File: config.mk
export PLATFORM = sky130hd
export DESIGN_NAME = note_dispatcher
export DESIGN_NICKNAME = d
export VERILOG_FILES = /design/src/rtl/note_dispatcher_pkg.sv /design/src/rtl/note_dispatcher_wait_counter.sv /design/src/rtl/note_dispatcher.sv
export SDC_FILE = /design/constraint.sdc
export NUM_CORES = 1
export LEC_CHECK = 0
export CORE_MARGIN = 1
export CORE_UTILIZATION = 30
export CTS_CLUSTER_SIZE = 30
export DETAILED_ROUTE_END_ITERATION = 16
export PLACE_DENSITY = 0.52
export SYNTH_ARGS = -nofsm -noshare
export SYNTH_HDL_FRONTEND = slang
export SYNTH_SLANG_ARGS = --single-unit
File: constraint.sdc
create_clock -name clk -period 2.3 [get_ports clk]
set_input_delay 0.46 -clock clk [delete_from_list [all_inputs] [get_ports clk]]
set_output_delay 0.46 -clock clk [all_outputs]
set_load 0.05 [all_outputs]
File: src/rtl/note_dispatcher_pkg.sv
// Shared definitions for the song sequencer: FSM states and song-ROM entry kinds.
package note_dispatcher_pkg;

    typedef enum logic [2:0] {
        ST_IDLE,
        ST_FETCH,
        ST_DECODE,
        ST_ISSUE,
        ST_WAIT,
        ST_DONE
    } state_t;

    localparam logic KIND_NOTE = 1'b0;
    localparam logic KIND_WAIT = 1'b1;

    // Note code 0 marks a rest entry that is skipped without issuing.
    localparam int unsigned NOTE_REST = 0;

endpackage

File: src/rtl/note_dispatcher_wait_counter.sv
// Beat countdown for WAIT entries: load a duration, decrement on each counted beat, flag expiry.
module wait_counter #(
    parameter int unsigned DUR_W = 6
) (
    input  logic             clk,
    input  logic             reset,
    input  logic             clear_i,
    input  logic             load_i,
    input  logic [DUR_W-1:0] load_val_i,
    input  logic             dec_i,
    output logic             expire_o
);

    logic [DUR_W-1:0] cnt_q, cnt_d;

    always_comb begin
        cnt_d = cnt_q;
        if (clear_i)
            cnt_d = '0;
        else if (load_i)
            cnt_d = load_val_i;
        else if (dec_i && cnt_q != '0)
            cnt_d = cnt_q - 1'b1;
    end

    always_ff @(posedge clk or negedge reset) begin
        if (!reset)
            cnt_q <= '0;
        else
            cnt_q <= cnt_d;
    end

    // Expiry is flagged on the beat that takes the count to zero, so the walk resumes next cycle.
    assign expire_o = dec_i && (cnt_q <= DUR_W'(1));

endmodule

File: src/rtl/note_dispatcher.sv
// Song sequencer: walks the selected song in an external synchronous ROM and issues notes to note_player.
module note_dispatcher
    import note_dispatcher_pkg::*;
#(
    parameter int unsigned SONG_W = 2,
    parameter int unsigned IDX_W  = 5,
    parameter int unsigned NOTE_W = 6,
    parameter int unsigned DUR_W  = 6
) (
    input  logic                     clk,
    input  logic                     reset,
    input  logic                     play,
    input  logic                     new_song,
    input  logic [SONG_W-1:0]        song,
    input  logic                     beat,
    input  logic                     voice_free,
    output logic [SONG_W+IDX_W-1:0]  rom_addr,
    input  logic [NOTE_W+DUR_W:0]    rom_data,
    output logic                     load_new_note,
    output logic [NOTE_W-1:0]        note_to_load,
    output logic [DUR_W-1:0]         duration,
    output logic                     song_done
);

    localparam int unsigned KIND_POS = NOTE_W + DUR_W;

    logic              rom_kind;
    logic [NOTE_W-1:0] rom_note;
    logic [DUR_W-1:0]  rom_dur;

    assign rom_kind = rom_data[KIND_POS];
    assign rom_note = rom_data[KIND_POS-1 -: NOTE_W];
    assign rom_dur  = rom_data[DUR_W-1:0];

    state_t             state_q, state_d;
    logic [SONG_W-1:0]  song_q, song_d;
    logic [IDX_W-1:0]   idx_q, idx_d;
    logic [NOTE_W-1:0]  note_f_q, note_f_d;
    logic [DUR_W-1:0]   dur_f_q, dur_f_d;
    logic [NOTE_W-1:0]  note_out_q, note_out_d;
    logic [DUR_W-1:0]   dur_out_q, dur_out_d;
    logic               done_q, done_d;
    logic               fire, advance, wc_load, wc_dec, wc_expire;

    wait_counter #(.DUR_W(DUR_W)) u_wait_counter (
        .clk        (clk),
        .reset      (reset),
        .clear_i    (new_song),
        .load_i     (wc_load),
        .load_val_i (rom_dur),
        .dec_i      (wc_dec),
        .expire_o   (wc_expire)
    );

    assign wc_dec = (state_q == ST_WAIT) && beat && play && !new_song;

    always_comb begin
        state_d    = state_q;
        song_d     = song_q;
        idx_d      = idx_q;
        note_f_d   = note_f_q;
        dur_f_d    = dur_f_q;
        note_out_d = note_out_q;
        dur_out_d  = dur_out_q;
        done_d     = 1'b0;
        fire       = 1'b0;
        advance    = 1'b0;
        wc_load    = 1'b0;

        if (new_song) begin
            song_d  = song;
            idx_d   = '0;
            state_d = play ? ST_FETCH : ST_IDLE;
        end else if (play) begin
            unique case (state_q)
                ST_IDLE:  state_d = ST_FETCH;
                ST_FETCH: state_d = ST_DECODE;
                ST_DECODE: begin
                    note_f_d = rom_note;
                    dur_f_d  = rom_dur;
                    if (rom_kind == KIND_NOTE) begin
                        if (rom_note != NOTE_W'(NOTE_REST))
                            state_d = ST_ISSUE;
                        else
                            advance = 1'b1;
                    end else if (rom_dur != '0) begin
                        state_d = ST_WAIT;
                        wc_load = 1'b1;
                    end else begin
                        advance = 1'b1;
                    end
                end
                ST_ISSUE: begin
                    if (voice_free) begin
                        fire       = 1'b1;
                        note_out_d = note_f_q;
                        dur_out_d  = dur_f_q;
                        advance    = 1'b1;
                    end
                end
                ST_WAIT:  advance = wc_expire;
                ST_DONE:  state_d = ST_DONE;
                default:  state_d = ST_IDLE;
            endcase

            // The last entry ends the song instead of wrapping the index.
            if (advance) begin
                if (idx_q == '1) begin
                    state_d = ST_DONE;
                    done_d  = 1'b1;
                end else begin
                    idx_d   = idx_q + 1'b1;
                    state_d = ST_FETCH;
                end
            end
        end
    end

    always_ff @(posedge clk or negedge reset) begin
        if (!reset) begin
            state_q    <= ST_IDLE;
            song_q     <= '0;
            idx_q      <= '0;
            note_f_q   <= '0;
            dur_f_q    <= '0;
            note_out_q <= '0;
            dur_out_q  <= '0;
            done_q     <= 1'b0;
        end else begin
            state_q    <= state_d;
            song_q     <= song_d;
            idx_q      <= idx_d;
            note_f_q   <= note_f_d;
            dur_f_q    <= dur_f_d;
            note_out_q <= note_out_d;
            dur_out_q  <= dur_out_d;
            done_q     <= done_d;
        end
    end

    // Note/duration are presented combinationally with the pulse, then held from the output registers.
    assign rom_addr      = {song_q, idx_q};
    assign load_new_note = fire;
    assign note_to_load  = fire ? note_f_q : note_out_q;
    assign duration      = fire ? dur_f_q  : dur_out_q;
    assign song_done     = done_q;

endmodule
**Word-level counts from Yosys, hierarchy flattened**

Cells that the tools add are included.
Widths: inputs -> output; s select.

- Bits in registers: 41
- Bits of input ports: 21
- Output and inout port bits: 21

- $add $sub $neg: 2
- $lt $le $gt $ge: 1
- Equal/unequal tests: 10
- Multiplexer cells: 37
- Bitwise logic cells: 1
- Reductions and logical operators: 18

Operators by type and width:

| kind | count |
|---|---|
| $mux 6 | 5 |
| $mux 3 | 7 |
| $mux 5 | 4 |
| $mux 1 | 19 |
| $reduce_bool 6->1 | 3 |
| $pmux 3 s5 | 1 |
| $ne 5x5->1 const B | 2 |
| $reduce_and 4->1 | 2 |
| $eq 3x2->1 const B | 2 |
| $eq 3x3->1 const B | 2 |
| $le 6x1->1 const B | 1 |
| $reduce_and 3->1 | 2 |
| $sub 6x1->6 const B | 1 |
| $add 5x1->5 const B | 1 |
| $eq 5x5->1 const B | 1 |
| $logic_and 1x1->1 | 5 |
| $reduce_bool 2->1 | 2 |
| $eq 3x1->1 const B | 1 |
| $logic_not 3->1 | 1 |
| $ne 3x1->1 const B | 1 |
| $pmux 1 s3 | 1 |
| $reduce_bool 3->1 | 1 |
| $ne 2x2->1 const B | 1 |
| $reduce_or 2->1 | 1 |
| 2 further kinds | 2 |

**Logic depth before layout (Yosys ltp)**

- Depth after elaboration: 11
- Gate-level depth with buffers: 7
- Gate-level depth less buffers: 7

**Modules after synthesis**

From an unflattened synthesis, not the netlist that was laid out.

- Cell total of the unflattened synthesis: 208
- Area total of the unflattened synthesis: 2268.4 um^2

By module, submodules not included:

| module | instances | cells an instance | area each (um^2) | sequential area each (um^2) |
|---|---|---|---|---|
| note_dispatcher | 1 | 156 | 1829.3 | 875.8 |
| wait_counter | 1 | 52 | 439.2 | 150.1 |

**Least setup slack after synthesis**

No wires, ideal clock.

- Path type: reg-to-output
- Start point: register state_q[2]
- End point: output duration[0]
- Arrival: 1955 ps
- Data required time: 1840 ps
- Path slack: -115 ps
- Stages on the path, launching flop included: 5
- Buffers on the path: 1
- Path through: dfrtp_1 -> nand4b_1 -> nor2_1 -> buf_2 -> mux2_2

- Longest elaborated chain between the ends: 5

Ends and longest elaborated chain:

| what | RTL line | source |
|---|---|---|
| start, declared | note_dispatcher.sv:35 | `state_t state_q, state_d;` |
| start signal, assigned | note_dispatcher.sv:130 | `state_q <= state_d;` |
| $eq 3x2->1 | note_dispatcher.sv:75 | `unique case (state_q)` |
| $mux 1 | note_dispatcher.sv:75 |  |
| $mux 1 | note_dispatcher.sv:74 | `end else if (play) begin` |
| $mux 1 | note_dispatcher.sv:70 | `if (new_song) begin` |
| via load_new_note | note_dispatcher.sv:19 | `output logic load_new_note,` |
| $mux 6 | note_dispatcher.sv:145 | `assign duration = fire ? dur_f_q : dur_out_q;` |
| end, declared | note_dispatcher.sv:21 | `output logic [DUR_W-1:0] duration,` |

The timed path passes the listed nets, and every way through them passes these cells.

**Worst setup path after layout**

- Start point: register state_q[2]
- End point: output note_to_load[5]

- Longest elaborated chain between the ends: 5

Ends and longest elaborated chain:

| what | RTL line | source |
|---|---|---|
| $eq 3x2->1 | note_dispatcher.sv:75 |  |
| $mux 1 | note_dispatcher.sv:75 |  |
| $mux 1 | note_dispatcher.sv:74 |  |
| $mux 1 | note_dispatcher.sv:70 |  |
| $mux 6 | note_dispatcher.sv:144 | `assign note_to_load = fire ? note_f_q : note_out_q;` |
| end, declared | note_dispatcher.sv:20 | `output logic [NOTE_W-1:0] note_to_load,` |

No other way between the ends.

==> impl_metrics.csv <==
group,metric,value,unit
finish,layout.nets,287,
grt,grtUsageTotal,15.43,%
placed_design,placed_cells,341,
yosys,synth-simple-area-share,15.79,%
timing,finalHoldViolCount,0,
status,violations,"setup timing",
timing,slew_headroom,64.59,%
placed_design,dp_hpwl,3410,microns
yosys,synth_xor_area_share,1.228,%
yosys,synth_seq_area_share,47.95,%
floorplanning,ioPinCount,42,
clock_tree,holdBufCountCts,0,
clock_tree,clock_path_buffers,2,
clock_tree,h-tree-depth,2,
route,drtPass1Iterations,4,
yosys,synth_fa_ha_area_share,2.339,%
timing,setup-tns-final,-6.567,ps
yosys,synth-edff-count,0,
worst_setup_path,crit_fanout,6,
power_and_ir_drop,total_power,2.277,mW
finish,post_layout_nonfiller_instances,358,
clock_tree,cts_tree,"yes",
timing,min_period_over_period,100.3,%
timing,hold_ws,223.8,ps
yosys,yosysTopAreaCell,"dfrtp_1",
placed_design,numPortBuffers,41,
finish,multi_input_area,1131,sq um
yosys,synthFlopType,"dfrtp_1",
worst_setup_path,cp-end-kind,"output pin",
timing,finClkSkew,5.651,ps
clock_tree,clock_sinks,41,
floorplanning,die_h,86.45,microns
yosys,yosys.area.top_type_share,47.95,%
placed_design,pre_cts_ws,-161.0,ps
route,routedWlPerCell,14.77,microns
route,wl,5289,microns
worst_setup_path,required,1840,ps
yosys,synth_top_family_by_area,"multiplexers",
route,drtIter0Drc,64,
floorplanning,row_count,30,
yosys,synth_area_per_cell,11.50,sq um
timing,rsz0062_at_grt,"true",
grt,grt_pass1_wl,8735,microns
power_and_ir_drop,ir_drop,0.4029,mV
route,vias,1669,
yosys,synth_area,2140,sq um
yosys,async_flop_share,100.0,%
clock_tree,clock_latency,290,ps
grt,grt_pass1_vias,1765,
route,antenna_left,0,
yosys,ys_top_cells_by_area,"dfrtp_1 (48%), mux2_2 (20%), ha_1 (2.3%)",
yosys,ys_types,44,
yosys,ys_warn_count,0,
power_and_ir_drop,p_leak,1.445,nW
timing,fin_ws,-6.567,ps
status,outcome,"finished, violations left",
run,drv_cap,0,
grt,grt_max_degree,42,
grt,gr-total-overflow,0,
timing,max_freq,0.4335,GHz
clock_tree,cts_buffers,5,
grt,antenna_found_initial,0,
floorplanning,coreArea,6832,sq um
timing,worst_pin_slew,531.1,ps
finish,area_growth,48.95,%
finish,final_layout_size_suffix_gt1_share,40.46,%
finish,n_fill_cell,658,
clock_tree,root_buffer,"clkbuf_8",
power_and_ir_drop,powerDensity,714.6,nW/um^2
floorplanning,start_util,31.32,%
worst_setup_path,cp-start-kind,"flip-flop",
worst_hold_path,hp-class,"in -> async",
route,viasPerCell,4.662,
worst_setup_path,critPathKind,"reg -> out",
timing,slew_viol_final,0,
yosys,synth_seq_cells,41,
worst_setup_path,worstPathArrival,1850,ps
placed_design,gp_congestion,0.7479,
timing,finalSetupViolations,1,
yosys,yosys-mux-area-fraction,21.40,%
finish,regArea,1027,sq um
floorplanning,die_width,86.45,microns
yosys,synth-compound-area-share,9.006,%
route,drc_errors,0,
finish,n_antenna_cell,0,
floorplanning,dieArea,7474,sq um
timing,layout_min_cycle_time,2307,ps
clock_tree,clk_pin_slew,80,ps
yosys,syn_inst,186,
yosys,synthesis.nets,211,
## cell usage in the layout (no fill, tap or decap), types with 3 or more instances in the layout
cell type,instances
mux2_2,26
or3_1,3
nand3_1,5
nor2_1,11
nand2_1,12
clkbuf_8,6
mux2_4,12
clkdlybuf4s50_1,24
a21oi_1,7
ha_1,4
buf_12,4
buf_8,12
dfrtp_1,40
dlygate4sd2_1,3
mux2i_1,3
o21ai_0,3
buf_4,29
inv_1,5
nand3b_1,4
a211oi_1,5
## synth_stat cells (all sizes together), types with 2 or more instances
| cell type | instances |
|---|---|
| nand3 | 5 |
| or3 | 3 |
| nor4 | 2 |
| ha | 4 |
| nor2b | 2 |
| and3 | 2 |
| a211oi | 5 |
| nand4 | 3 |
| buf | 3 |
| mux2 | 38 |
| nand2b | 3 |
| nand4b | 2 |
| o21ai | 3 |
| dfrtp | 41 |
| mux2i | 3 |
| nor2 | 12 |
| and2 | 2 |
| nand2 | 12 |
| nand3b | 4 |
| xor2 | 2 |
| nor3 | 2 |
| inv | 5 |
| a21oi | 7 |
| nor3b | 2 |
| clkbuf | 4 |
## area by class of cell
cell class              instances  area share, %
repair buffers                 76          25.09
flip-flops and latches         41          32.23
clock inverters                 1         0.2356
inverters                       5         0.5889
well taps                      96          3.769
clock buffers                   6          2.591
multi-input cells             133          35.49
## what timing repair did
action,4_1_cts,5_1_grt
gates resized for setup,47,4
endpoints found under the setup margin,12,14
gates cloned,2,0
pin swaps,1,2
setup buffers,8,3
## registers in the layout (all words and copies together) (netlist names)
| signal | count |
|---|---|
| note_out_q | 6 |
| state_q | 3 |
| idx_q | 5 |
| u_wait_counter.cnt_q | 6 |
| dur_out_q | 6 |
| note_f_q | 6 |
| dur_f_q | 6 |
| song_q | 2 |
| song_done | 1 |
## where the power goes
group / switching, mW / total (mW) / leakage [nW] / internal (mW)
clock: 0.245 / 0.483 / 0.0433 / 0.237
combinational: 0.383 / 0.803 / 0.861 / 0.420
sequential: 0.112 / 0.991 / 0.541 / 0.879
## through the flow
step,util (%),area (sq um)
final,46.65,3187
after global routing,46.65,3187
after CTS,46.90,3204
after detailed placement,41.43,2830
after global placement,41.43,2830
after floorplan,-,2142
## critical path: stages (launching register included)
cell      delay, ps
dfrtp_1         390
nand4b_1        270
nor2_4          160
buf_6           130
buf_12          130
mux2_4          320
buf_8           150
## logic make-up after synthesis
family,count (synthesis)
AND/OR/NAND/NOR,58
flip-flops,41
multiplexers,41
buffers and inverters,12
XOR/XNOR,3
adder cells (fa/ha/maj),4
AO/OA/AOI/OAI,27
## path summary, 6_finish.rpt
| path | slack [ps] | end | startpoint | cells past startpoint |
|---|---|---|---|---|
| hold reg to reg | 510 | song_q[1]$_DFFE_PN0P_ | song_q[1]$_DFFE_PN0P_ | 1 |
| setup reg to reg | 330 | idx_q[3]$_DFFE_PN0P_ | idx_q[0]$_DFFE_PN0P_ | 7 |
| setup / recovery | -7 | note_to_load[5] | state_q[2]$_DFFE_PN0P_ | 6 |
| hold / removal | 220 | dur_out_q[4]$_DFFE_PN0P_ | reset | 2 |
| min in group clk | 510 | song_q[1]$_DFFE_PN0P_ | song_q[1]$_DFFE_PN0P_ | 1 |
| max in group asynchronous | 1690 | state_q[1]$_DFFE_PN0P_ | reset | 2 |
## routing by layer
| layer | global-route usage, % | vias up | wire length (microns) |
|---|---|---|---|
| met2 | 23.95 | 20 | 2500 |
| met1 | 21.75 | 809 | 2624 |
| met4 | 4.545 | 0 | 35 |
| li1 | - | 835 | - |
| met5 | 0 | - | 0 |
| met3 | 3.143 | 5 | 129 |
Note: power is estimated with default switching activity, not from simulation.
